==> config.mk <==
export PLATFORM = sky130hd
export DESIGN_NAME = mem_port_arbiter
export DESIGN_NICKNAME = d
export VERILOG_FILES = /design/src/rtl/mem_arb_pkg.sv /design/src/rtl/mem_arb_timer.sv /design/src/rtl/mem_port_arbiter.sv
export SDC_FILE = /design/constraint.sdc
export NUM_CORES = 1
export LEC_CHECK = 0
export CAP_MARGIN = 20
export CORE_MARGIN = 4
export CORE_UTILIZATION = 45
export CTS_CLUSTER_DIAMETER = 40
export CTS_CLUSTER_SIZE = 16
export DETAILED_ROUTE_END_ITERATION = 8
export DONT_BUFFER_PORTS = 1
export GPL_ROUTABILITY_DRIVEN = 0
export MAX_ROUTING_LAYER = met4
export PLACE_DENSITY = 0.66
export SLEW_MARGIN = 30
export SYNTH_ARGS = -nofsm -noshare
export SYNTH_HDL_FRONTEND = slang
export SYNTH_SLANG_ARGS = --single-unit
export TNS_END_PERCENT = 100
==> constraint.sdc <==
create_clock -name i_clk -period 1.7 [get_ports i_clk]
set_input_delay 0.34 -clock i_clk [delete_from_list [all_inputs] [get_ports i_clk]]
set_output_delay 0.34 -clock i_clk [all_outputs]
set_load 0.05 [all_outputs]
==> src/rtl/mem_arb_pkg.sv <==
// Shared types, defaults and parameter sanity check for the IF/MEM memory port arbiter.
package mem_arb_pkg;

  localparam int DEF_ADDR_WIDTH     = 32;
  localparam int DEF_DATA_WIDTH     = 32;
  localparam int DEF_MAX_D_STREAK   = 4;
  localparam int DEF_TIMEOUT_CYCLES = 16;

  localparam int STREAK_W = 4;
  localparam int TIMER_W  = 8;

  typedef enum logic [2:0] {
    ST_IDLE    = 3'd0,
    ST_BUSY_IF = 3'd1,
    ST_BUSY_D  = 3'd2,
    ST_RESP_IF = 3'd3,
    ST_RESP_D  = 3'd4
  } arb_state_e;

  typedef enum logic {
    GNT_IF = 1'b0,
    GNT_D  = 1'b1
  } gnt_src_e;

  function automatic bit params_ok(int aw, int dw, int max_streak, int timeout);
    return (aw > 0) && (dw >= 8) && (dw % 8 == 0) &&
           (max_streak >= 1) && (max_streak <= 15) &&
           (timeout >= 2) && (timeout <= 255);
  endfunction

endpackage

==> src/rtl/mem_arb_timer.sv <==
// Clear/enable up-counter with a terminal-count flag; drives the memory timeout.
module mem_arb_timer #(
  parameter int             W        = 8,
  parameter logic [W-1:0]   TERMINAL = '1
) (
  input  logic i_clk,
  input  logic i_rst_n,
  input  logic i_clr,
  input  logic i_en,
  output logic o_tc
);

  logic [W-1:0] r_count;

  always_ff @(posedge i_clk) begin
    if (!i_rst_n)   r_count <= '0;
    else if (i_clr) r_count <= '0;
    else if (i_en)  r_count <= r_count + W'(1);
  end

  assign o_tc = (r_count == TERMINAL);

endmodule

==> src/rtl/mem_port_arbiter.sv <==
// Single-port memory arbiter between instruction fetch and load/store: one transaction
// at a time, data priority with a fetch starvation guard, and a timeout on stuck memory.
module mem_port_arbiter
  import mem_arb_pkg::*;
#(
  parameter int ADDR_WIDTH     = DEF_ADDR_WIDTH,
  parameter int DATA_WIDTH     = DEF_DATA_WIDTH,
  parameter int MAX_D_STREAK   = DEF_MAX_D_STREAK,
  parameter int TIMEOUT_CYCLES = DEF_TIMEOUT_CYCLES
) (
  input  logic                    i_clk,
  input  logic                    i_rst_n,
  input  logic                    i_if_req,
  input  logic [ADDR_WIDTH-1:0]   i_if_addr,
  output logic                    o_if_rvalid,
  output logic [DATA_WIDTH-1:0]   o_if_rdata,
  output logic                    o_if_err,
  input  logic                    i_d_req,
  input  logic                    i_d_we,
  input  logic [ADDR_WIDTH-1:0]   i_d_addr,
  input  logic [DATA_WIDTH-1:0]   i_d_wdata,
  input  logic [DATA_WIDTH/8-1:0] i_d_be,
  output logic                    o_d_rvalid,
  output logic [DATA_WIDTH-1:0]   o_d_rdata,
  output logic                    o_d_err,
  output logic                    o_mem_req,
  output logic                    o_mem_we,
  output logic [ADDR_WIDTH-1:0]   o_mem_addr,
  output logic [DATA_WIDTH-1:0]   o_mem_wdata,
  output logic [DATA_WIDTH/8-1:0] o_mem_be,
  input  logic                    i_mem_ready,
  input  logic [DATA_WIDTH-1:0]   i_mem_rdata
);

  localparam int                  BE_W       = DATA_WIDTH / 8;
  localparam logic [STREAK_W-1:0] STREAK_MAX = STREAK_W'(MAX_D_STREAK);
  localparam logic [TIMER_W-1:0]  TMO_LAST   = TIMER_W'(TIMEOUT_CYCLES - 1);

  if (!params_ok(ADDR_WIDTH, DATA_WIDTH, MAX_D_STREAK, TIMEOUT_CYCLES)) begin : g_param_err
    $error("mem_port_arbiter: parameter out of range");
  end

  arb_state_e              r_state, w_state_nxt;
  gnt_src_e                w_gnt_src;
  logic                    w_grant;
  logic                    w_busy;
  logic                    w_idle_clr;
  logic                    w_tmo;
  logic                    w_finish;
  logic [DATA_WIDTH-1:0]   w_rdata_cap;

  logic                    r_we;
  logic [ADDR_WIDTH-1:0]   r_addr;
  logic [DATA_WIDTH-1:0]   r_wdata;
  logic [BE_W-1:0]         r_be;
  logic                    r_err;
  logic [DATA_WIDTH-1:0]   r_if_rdata;
  logic [DATA_WIDTH-1:0]   r_d_rdata;
  logic [STREAK_W-1:0]     r_d_streak;

  assign w_busy     = (r_state == ST_BUSY_IF) || (r_state == ST_BUSY_D);
  assign w_idle_clr = !w_busy;
  // mem_ready on the terminal cycle wins over the timeout.
  assign w_finish   = w_busy && (i_mem_ready || w_tmo);
  assign w_rdata_cap = (i_mem_ready && !r_we) ? i_mem_rdata : '0;

  mem_arb_timer #(
    .W        (TIMER_W),
    .TERMINAL (TMO_LAST)
  ) u_timer (
    .i_clk   (i_clk),
    .i_rst_n (i_rst_n),
    .i_clr   (w_idle_clr),
    .i_en    (w_busy),
    .o_tc    (w_tmo)
  );

  always_comb begin
    w_state_nxt = r_state;
    w_grant     = 1'b0;
    w_gnt_src   = GNT_D;
    case (r_state)
      ST_IDLE: begin
        if (i_d_req && i_if_req) begin
          w_grant   = 1'b1;
          w_gnt_src = (r_d_streak == STREAK_MAX) ? GNT_IF : GNT_D;
        end else if (i_d_req) begin
          w_grant   = 1'b1;
          w_gnt_src = GNT_D;
        end else if (i_if_req) begin
          w_grant   = 1'b1;
          w_gnt_src = GNT_IF;
        end
        if (w_grant) w_state_nxt = (w_gnt_src == GNT_IF) ? ST_BUSY_IF : ST_BUSY_D;
      end
      ST_BUSY_IF: if (w_finish) w_state_nxt = ST_RESP_IF;
      ST_BUSY_D:  if (w_finish) w_state_nxt = ST_RESP_D;
      ST_RESP_IF: w_state_nxt = ST_IDLE;
      ST_RESP_D:  w_state_nxt = ST_IDLE;
      default:    w_state_nxt = ST_IDLE;
    endcase
  end

  always_ff @(posedge i_clk) begin
    if (!i_rst_n) begin
      r_state    <= ST_IDLE;
      r_we       <= 1'b0;
      r_addr     <= '0;
      r_wdata    <= '0;
      r_be       <= '0;
      r_err      <= 1'b0;
      r_if_rdata <= '0;
      r_d_rdata  <= '0;
      r_d_streak <= '0;
    end else begin
      r_state <= w_state_nxt;
      if (w_grant) begin
        if (w_gnt_src == GNT_IF) begin
          r_we       <= 1'b0;
          r_addr     <= i_if_addr;
          r_wdata    <= '0;
          r_be       <= '1;
          r_d_streak <= '0;
        end else begin
          r_we    <= i_d_we;
          r_addr  <= i_d_addr;
          r_wdata <= i_d_wdata;
          r_be    <= i_d_be;
          // Streak only grows while fetch is actually waiting.
          if (!i_if_req)                    r_d_streak <= '0;
          else if (r_d_streak != STREAK_MAX) r_d_streak <= r_d_streak + 4'd1;
        end
      end
      if (w_finish) begin
        r_err <= !i_mem_ready;
        if (r_state == ST_BUSY_IF) r_if_rdata <= w_rdata_cap;
        else                       r_d_rdata  <= w_rdata_cap;
      end
    end
  end

  assign o_mem_req   = w_busy;
  assign o_mem_we    = w_busy && r_we;
  assign o_mem_addr  = w_busy ? r_addr  : '0;
  assign o_mem_wdata = w_busy ? r_wdata : '0;
  assign o_mem_be    = w_busy ? r_be    : '0;

  assign o_if_rvalid = (r_state == ST_RESP_IF);
  assign o_if_rdata  = r_if_rdata;
  assign o_if_err    = o_if_rvalid && r_err;
  assign o_d_rvalid  = (r_state == ST_RESP_D);
  assign o_d_rdata   = r_d_rdata;
  assign o_d_err     = o_d_rvalid && r_err;

endmodule

==> results of run 1 <==
## cell usage after synthesis, types with 4 or more instances
cell type  count
a21oi_1        4
o21ai_0       31
and3_1         4
buf_2          5
a22oi_1       14
clkbuf_1      36
nand2_1      168
mux2i_1       66
nor3b_1        4
inv_1          4
a22oi_2       20
nand3_1        4
a31oi_1       33
xnor2_1        4
buf_6         11
o221a_2        4
nor2_1        48
buf_4          4
dfxtp_1      149
and2_1        72
## what timing repair did
| item | CTS | global route |
|---|---|---|
| cloned | 8 | 15 |
| gates resized for setup | 70 | 95 |
| hold buffers | 0 | 0 |
| endpoints found under the setup margin | 123 | 212 |
| setup buffers | 10 | 10 |
| hold endpoints to repair | 0 | 0 |
| pin swaps | 41 | 59 |
## metrics by stage
step	worst slack, ns	utilization [%]	total power (uW)	std cells
CTS	-0.305	57.7	10600	923
detailed placement	-0.0495	50.4	6660	874
global placement	0.0332	50.4	6590	874
finish	-0.256	62.7	11300	947
floorplan	-0.0635	-	6140	710
global route	-0.305	62.7	11700	947
## worst max-delay path: cells and delay by family (launching register included)
family | cells | cell delay (ns)
xor+xnor | 1 | 0.20
buf+inv | 3 | 0.43
flops | 1 | 0.34
simple gates | 2 | 0.22
## area by class of cell
| cell class | instances | area [um2] |
|---|---|---|
| flip-flops and latches | 149 | 3000 |
| multi-input cells | 501 | 3520 |
| repair buffers | 81 | 1370 |
| clock buffers | 17 | 425 |
| inverters | 4 | 17.5 |
| well taps | 180 | 225 |
| fillers | 1097 | 5150 |
| clock inverters | 15 | 120 |
## logic make-up after synthesis
kind of cell             share of synthesized area (%)
AND/OR/NAND/NOR                                   22.2
AO/OA/AOI/OAI                                     13.5
buffers and inverters                             5.19
adder cells (fa/ha/maj)                          0.592
flip-flops                                        47.1
XOR/XNOR                                         0.967
multiplexers                                      10.4
## how the worst max path moves through the flow
stage                     cells past startpoint              to               start  slack [ns]
after floorplan                               3         o_d_err          r_state[0]       -0.06
after global placement                        7   o_d_rdata[22]  u_timer.r_count[0]        0.03
after detailed placement                      7      r_wdata[3]       r_d_streak[0]       -0.05
final                                         6   o_mem_addr[4]          r_state[1]       -0.26
after CTS                                     5  o_mem_addr[30]          r_state[0]       -0.31
after global routing                          6   o_mem_addr[4]          r_state[0]       -0.30
## per-layer routing
layer  share of wire (%)  vias to the layer above  GRT usage (%)
li1                    -                     2489              -
met2                  49                      290           34.1
met1                  40                     2636           25.3
met5                   0                        -              -
met4                 2.4                        0           7.76
met3                 8.7                       41           7.83
## state kept, by name, summed over array words and instances (netlist names)
signal	cells
r_wdata	32
r_be	4
u_timer.r_count	8
r_d_streak	4
r_we	1
r_err	1
r_addr	32
o_d_rdata	32
r_state	3
o_if_rdata	32
## cell usage in the layout (no fill, tap or decap), types with 4 or more instances in the layout
master / instances
inv_6: 5
o21ai_1: 7
mux2i_1: 66
nand2_4: 12
a22oi_2: 22
clkbuf_16: 29
o21ai_0: 26
o221a_4: 4
buf_16: 7
buf_6: 14
buf_12: 27
dfxtp_2: 7
nand2_2: 9
a22oi_1: 12
buf_4: 18
clkinvlp_4: 4
a31oi_1: 33
and2_4: 71
nand2_1: 146
dfxtp_1: 141
nor2_1: 45
nand3_1: 4
## power groups by stage
stage / clock network [uW] / logic [uW] / registers, uW
after floorplan: 0 / 1990 / 4150
after detailed placement: 0 / 2450 / 4200
after global placement: 0 / 2400 / 4190
after CTS: 3530 / 2910 / 4140
final: 3460 / 3660 / 4170
after global routing: 3690 / 3830 / 4200
==> results.py, run 1 <==
metrics = {
    "placement": {
        "placed_cell_area_mm2": 0.00697,
        "portBuffers": 0,
        "dp_hpwl_um": 11400,
    },
    "power": {
        "p_leak_uw": 0.00334,
        "power_frac_comb_pct": 32.4,
        "clkPwrFrac_pct": 30.7,
        "cellPowerDensity_mw_per_mm2": 1300,
        "p_sw_share_pct": 34.6,
        "internal-power_uw": 7380,
        "pwr-share-seq_pct": 36.9,
        "ir_drop_mv": 0.751,
        "p_sw_uw": 3900,
    },
    "clock_network": {
        "clock_sinks": 149,
        "cts_tree": "built",
        "clk_pin_slew_ns": 0.06,
        "root_buffer": "clkbuf_16",
        "clock_latency_ns": 0.42,
        "htreeDepth": 4,
        "clockBufferDepth": 2,
        "cts_made_buffers": 17,
    },
    "sta": {
        "fmax_mhz": 511,
        "fin_tns_setup_ns": -18.43,
        "worst-slew-pin-transition_ns": 0.570,
        "setup_violations": 156,
        "setup_slack_ns": -0.256,
        "slew_viol_final": 0,
        "hold_ws_ns": 0.0265,
        "rsz0062_at_grt": "yes",
        "hold_viol": 0,
        "skew_ns": 0.0126,
        "max_slew_margin_pct": 61.9,
        "period_share_pct": 115,
        "period_needed_ns": 1.96,
    },
    "worst_setup_path": {
        "cp-end-kind": "output pin",
        "path_cells": "xnor2_2, nor2_4, buf_12, buf_12, and2_4, buf_12",
        "critPathKind": "reg -> out",
        "r2r-end": "r_addr[10]",
        "slowest_delay_ns": 0.34,
        "cpMostUsedCell": "buf_12",
        "reg2reg_slack_ns": -0.19,
        "reg2reg_from": "r_d_streak[0]",
        "critPathRequiredTime_ns": 1.36,
        "r2r_cells": 9,
        "crit_path_top_delay_cell": "dfxtp_2",
        "cp_data_arrival_time_ns": 1.62,
        "cp_max_fo": 10,
        "start_kind": "flop",
    },
    "yosys": {
        "yosysTopAreaCellShare_pct": 47.1,
        "synthArstFlopShare_pct": 0,
        "synth_ff_type": "dfxtp_1",
        "syn_avg_cell_area_um2": 8.93,
        "synth_area_mm2": 0.00634,
        "yosys-top-cells-area": "dfxtp_1, mux2i_1, nand2_1",
        "yosysWarnings": 0,
        "synth_nets": 851,
        "yosysSeqAreaShare_pct": 47.1,
        "synth_seq_cells": 149,
        "yosys.area.top_type": "dfxtp_1",
        "syn_inst": 710,
        "synth_edf_count": 0,
        "synth_cell_types": 37,
    },
    "floorplanning": {
        "die-area_mm2": 0.0160,
        "row_count": 43,
        "die_h_um": 127,
        "placeableCoreArea_mm2": 0.0138,
        "start_util_pct": 45.8,
        "ioPinCount": 276,
        "die_w_um": 127,
    },
    "route": {
        "ant_nets": 0,
        "drtPass1Iterations": 6,
        "drt-initial-drc-count": 329,
        "routedWlPerCell_um": 20.7,
        "route.detailed.drc": 0,
        "via_per_inst": 5.76,
        "finalWirelength_um": 19600,
        "dr_total_vias": 5456,
    },
    "status": {
        "violations": "setup timing",
        "status": "finished, violations left",
    },
    "final_layout": {
        "drive_gt1_share_pct": 34.3,
        "final_net_count": 895,
        "fin_area_mm2": 0.00868,
        "area_growth_pct": 36.9,
        "antenna_cells": 0,
    },
    "global_routing": {
        "first_global_vias": 5175,
        "grt_max_degree": 108,
        "antenna_found_initial": 0,
        "grt-ovfl-total": 0,
        "grt_pass1_wl_um": 27200,
        "grt_util_all_layers_pct": 21.6,
    },
    "hold_path": {
        "hold_class": "in -> reg",
        "holdPathEnd": "r_err",
        "whs_path_depth": 1,
        "min_from": "i_mem_ready",
    },
    "job": {
        "maxCapViolCount": 0,
    },
}
(Power assumes the default switching activity.)
==> run 2: changes to the inputs <==
- CELL_PAD_IN_SITES_DETAIL_PLACEMENT: default -> 1
- CELL_PAD_IN_SITES_GLOBAL_PLACEMENT: default -> 2
- CORE_UTILIZATION: 45 -> 32
- CTS_BUF_LIST: default -> sky130_fd_sc_hd__clkbuf_16
- PLACE_DENSITY: 0.66 -> 0.79
==> results.py, run 2 (synthesis results as in run 1) <==
metrics = {
    "sta": {
        "hold_viol": 0,
        "fmax_mhz": 492,
        "rsz0062_at_grt": "yes",
        "period_share_pct": 120,
        "setup_slack_ns": -0.333,
        "skew_ns": 0.0113,
        "max_slew_margin_pct": 61.4,
        "period_needed_ns": 2.03,
        "worst-slew-pin-transition_ns": 0.579,
        "setup_violations": 162,
        "slew_viol_final": 0,
    },
    "worst_setup_path": {
        "critPathRequiredTime_ns": 1.36,
        "worstSetupEndpoint": "o_d_err",
        "cp_max_fo": 3,
        "crit_path_top_delay_cell": "dfxtp_4",
        "path_cells": "buf_4, buf_6, buf_6, nor3b_4, and2_4, buf_12",
        "cp-end-kind": "output pin",
        "critPathKind": "reg -> out",
        "cpMostUsedCell": "buf_6",
        "reg2reg_from": "r_state[0]",
        "reg2reg_slack_ns": -0.24,
        "r2r-end": "r_wdata[19]",
        "cp_data_arrival_time_ns": 1.69,
        "start_kind": "flop",
        "crit_start": "r_state[0]",
        "r2r_cells": 10,
        "slowest_delay_ns": 0.37,
    },
    "hold_path": {
        "hold_class": "in -> reg",
    },
    "final_layout": {
        "fin_area_mm2": 0.00933,
        "antenna_cells": 0,
        "final_common_cell": "nand2_1",
        "area_growth_pct": 47.2,
        "final_net_count": 922,
        "drive_gt1_share_pct": 38.9,
        "final_cells": 1059,
        "fill_cells": 2063,
        "layout_common_cells": "nand2_1, dfxtp_1, and2_4, mux2i_1, nor2_1",
    },
    "floorplanning": {
        "die-area_mm2": 0.0221,
        "placeableCoreArea_mm2": 0.0195,
        "row_count": 51,
        "die_h_um": 149,
        "die_w_um": 149,
        "start_util_pct": 32.6,
        "ioPinCount": 276,
    },
    "global_routing": {
        "grt-ovfl-total": 0,
        "antenna_found_initial": 0,
        "first_global_vias": 5946,
        "grt_max_degree": 108,
        "grt_util_all_layers_pct": 19.1,
        "grt_pass1_wl_um": 32600,
    },
    "power": {
        "p_sw_share_pct": 35.3,
        "cellPowerDensity_mw_per_mm2": 1330,
        "p_sw_uw": 4360,
        "pwr-share-seq_pct": 34.0,
        "p_leak_uw": 0.00353,
        "ir_drop_mv": 0.674,
        "internal-power_uw": 8020,
        "power_frac_comb_pct": 35.3,
        "clkPwrFrac_pct": 30.7,
    },
    "job": {
        "maxCapViolCount": 0,
    },
    "placement": {
        "dp_slack_ns": -0.125,
        "portBuffers": 0,
        "dp.cells": 970,
        "placed_cell_area_mm2": 0.00717,
        "dp_hpwl_um": 13500,
    },
    "route": {
        "ant_nets": 0,
        "routedWlPerCell_um": 21.9,
        "via_per_inst": 5.16,
        "drt-initial-drc-count": 199,
        "finalWirelength_um": 23100,
        "route.detailed.drc": 0,
        "drtPass1Iterations": 4,
        "dr_total_vias": 5461,
    },
    "status": {
        "violations": "setup timing",
        "status": "finished, violations left",
    },
    "clock_network": {
        "cts_tree": "built",
        "cts_made_buffers": 17,
        "clk_pin_slew_ns": 0.07,
        "htreeDepth": 4,
        "clock_latency_ns": 0.43,
        "root_buffer": "clkbuf_16",
        "clock_sinks": 149,
        "clockBufferDepth": 2,
    },
}
run 2: worst max-delay path, delay by kind of cell, from the launching register on:
kind                   cells  cell delay, ns
DFF                        1            0.37
and+or+nand+nor            2            0.41
buffers and inverters      4            0.48
run 2: repair_timing:
item	in CTS	in global routing
hold buffers	1	0
setup buffers	21	14
gates resized for setup	117	110
hold endpoints to repair	1	0
cloned	10	15
endpoints found under the setup margin	136	212
pin swaps	36	38
run 2: final cells by class:
cell class	instances	area, um2	share of cell area (%)
inverters	4	15.0	0.161
flip-flops and latches	149	3000	32.1
well taps	265	332	3.55
clock inverters	15	161	1.73
multi-input cells	501	3690	39.6
clock buffers	17	425	4.56
repair buffers	108	1710	18.3
run 2: power groups by stage:
stage | Clock [uW] | Combinational, uW | Sequential [uW]
4_1_cts | 3880 | 3540 | 4160
6_report | 3800 | 4370 | 4210
3_3_place_gp | 0 | 2510 | 4190
5_1_grt | 4040 | 4610 | 4240
2_1_floorplan | 0 | 1990 | 4150
3_5_place_dp | 0 | 2600 | 4210
run 2: worst min path at each step:
stage | startpoint | cells past startpoint | endpoint | slack (ns)
5_1_grt | i_rst_n | 1 | r_state[0] | 0.04
4_1_cts | i_rst_n | 2 | r_addr[4] | 0.03
2_1_floorplan | u_timer.r_count[0] | 1 | u_timer.r_count[0] | 0.41
6_report | i_d_wdata[3] | 2 | r_wdata[3] | 0.06
3_3_place_gp | u_timer.r_count[0] | 1 | u_timer.r_count[0] | 0.42
3_5_place_dp | i_mem_ready | 1 | r_err | 0.44
run 2: layer usage:
| layer | GRT usage [%] | up-vias | share of wire [%] |
|---|---|---|---|
| met5 | - | - | 0 |
| met4 | 5.35 | 0 | 1.8 |
| met3 | 5.86 | 28 | 6.8 |
| met2 | 33.1 | 198 | 52 |
| met1 | 21.3 | 2683 | 40 |
| li1 | - | 2552 | - |
run 2: through the flow:
step | power [uW] | hold WS [ns] | TNS, ns | util (%)
2_1_floorplan | 6140 | 0.413 | -0.0674 | -
3_3_place_gp | 6700 | 0.424 | -0.00192 | 36.8
3_5_place_dp | 6810 | 0.444 | -2.62 | 36.8
4_1_cts | 11600 | 0.0280 | -29.16 | 43.7
5_1_grt | 12900 | 0.0405 | -40.36 | 47.9
6_report | 12400 | 0.0576 | -29.61 | 47.9
==> run 3: changes to the inputs <==
- CORE_UTILIZATION: 32 -> 35
- CTS_CLUSTER_DIAMETER: 40 -> 80
- PLACE_DENSITY: 0.79 -> 0.82
- clock period: 1.7 -> 1.95 ns (I/O delays scaled with it)
==> results.py, run 3 (synthesis results as in run 1) <==
metrics = {
    "sta": {
        "fmax_mhz": 484,
        "fin_tns_setup_ns": -5.31,
        "slew_viol_final": 0,
        "hold_viol": 0,
        "skew_ns": 0.0131,
        "worst-slew-pin-transition_ns": 0.574,
        "setup_slack_ns": -0.114,
        "max_slew_margin_pct": 61.7,
        "setup_violations": 71,
        "period_needed_ns": 2.06,
        "period_share_pct": 106,
        "rsz0062_at_grt": "yes",
    },
    "worst_setup_path": {
        "cp_data_arrival_time_ns": 1.67,
        "start_kind": "flop",
        "critPathRequiredTime_ns": 1.56,
        "cp-end-kind": "output pin",
        "reg2reg_from": "r_state[1]",
        "critPathKind": "reg -> out",
        "cp_max_fo": 9,
        "crit_start": "r_state[1]",
    },
    "route": {
        "via_per_inst": 5.26,
        "dr_total_vias": 5130,
        "route.detailed.drc": 0,
        "finalWirelength_um": 20400,
        "routedWlPerCell_um": 20.9,
        "ant_nets": 0,
        "drtPass1Iterations": 4,
        "drt-initial-drc-count": 186,
    },
    "global_routing": {
        "grt_util_all_layers_pct": 19.6,
        "antenna_found_initial": 0,
        "grt_max_degree": 108,
        "grt_pass1_wl_um": 30400,
        "first_global_vias": 5691,
        "grt-ovfl-total": 0,
    },
    "final_layout": {
        "area_growth_pct": 30.8,
        "layout_common_cells": "nand2_1, dfxtp_1, and2_4, mux2i_1, nor2_1",
        "fin_area_mm2": 0.00829,
        "final_net_count": 878,
        "drive_gt1_share_pct": 27.6,
        "fill_cells": 1927,
        "antenna_cells": 0,
        "final_common_cell": "nand2_1",
    },
    "floorplanning": {
        "die-area_mm2": 0.0203,
        "row_count": 48,
        "die_w_um": 143,
        "ioPinCount": 276,
        "die_h_um": 143,
        "placeableCoreArea_mm2": 0.0175,
        "start_util_pct": 36.1,
    },
    "power": {
        "p_sw_share_pct": 33.1,
        "clkPwrFrac_pct": 33.8,
        "p_sw_uw": 3280,
        "pwr-share-seq_pct": 36.6,
        "internal-power_uw": 6620,
        "ir_drop_mv": 0.586,
        "p_leak_uw": 0.00316,
        "cellPowerDensity_mw_per_mm2": 1190,
        "power_frac_comb_pct": 29.6,
    },
    "clock_network": {
        "clk_pin_slew_ns": 0.06,
        "root_buffer": "clkbuf_16",
        "htreeDepth": 4,
        "clockBufferDepth": 2,
        "cts_tree": "built",
        "cts_hold_buf": 0,
        "clock_latency_ns": 0.42,
        "clock_sinks": 149,
        "cts_made_buffers": 17,
    },
    "status": {
        "status": "finished, violations left",
        "violations": "setup timing",
    },
    "hold_path": {
        "min_from": "i_mem_ready",
        "hold_class": "in -> reg",
    },
    "job": {
        "maxCapViolCount": 0,
    },
    "placement": {
        "placed_cell_area_mm2": 0.00708,
        "dp_hpwl_um": 13100,
        "portBuffers": 0,
        "dp_slack_ns": 0.0129,
    },
}
[run 3: changes by cell type in the layout (fill, tap and decap cells not counted), moves of 8 or more]
cell and change:
o21ai_2 -23, a22oi_1 +14, buf_8 -10, a22oi_2 -14
buf_6 -18, o21ai_0 +30, a31oi_1 +8
[run 3: final cells by class]
cell class              count  area [um2]  share of cell area, %
flip-flops and latches    149        2990                   36.1
multi-input cells         501        3310                   40.0
well taps                 225         282                   3.40
repair buffers             64        1090                   13.1
inverters                   4        15.0                  0.181
clock inverters            15         174                   2.10
clock buffers              17         425                   5.13
[run 3: layer usage]
| layer | wire length, um | global-route usage (%) | up-vias |
|---|---|---|---|
| li1 | - | - | 2443 |
| met4 | 331 | 5.60 | 0 |
| met2 | 10500 | 33.4 | 179 |
| met5 | 0 | - | - |
| met3 | 1470 | 6.05 | 26 |
| met1 | 8110 | 22.2 | 2482 |
[run 3: what timing repair did]
action                                  CTS  global route
hold endpoints to repair                  0             0
pin swaps                                31            11
endpoints found under the setup margin   83           141
cloned                                    6             6
buffers inserted                          8             2
gates resized for setup                  69            30
[run 3: critical path, cell delays in order, from the launching register on]
cell and delay, ns:
dfxtp_4 0.36, xnor2_4 0.15, nor2_4 0.12, buf_12 0.19, buf_16 0.15, and2_4 0.15, buf_12 0.13
[run 3: power groups by stage]
stage | registers (uW) | clock network, uW | logic [uW]
final | 3630 | 3350 | 2930
after global placement | 3650 | 0 | 2080
after CTS | 3620 | 3430 | 2640
after detailed placement | 3670 | 0 | 2140
after floorplan | 3610 | 0 | 1650
after global routing | 3660 | 3570 | 3110
[run 3: final timing paths]
check                             to  slack, ns  cells past startpoint
setup / recovery       o_mem_addr[0]      -0.11                      6
hold / removal                 r_err       0.07                      1
setup reg to reg       r_d_streak[1]       0.10                      6
hold reg to reg   u_timer.r_count[0]       0.45                      1
[run 3: stage by stage]
| step | std cells | hold WS [ns] | utilization, % | power [uW] |
|---|---|---|---|---|
| 6_report | 975 | 0.0729 | 47.3 | 9910 |
| 5_1_grt | 975 | 0.0608 | 47.3 | 10300 |
| 4_1_cts | 967 | 0.0575 | 45.9 | 9700 |
| 3_5_place_dp | 921 | 0.446 | 40.4 | 5810 |
| 3_3_place_gp | 921 | 0.432 | 40.4 | 5730 |
| 2_1_floorplan | 710 | 0.413 | - | 5260 |
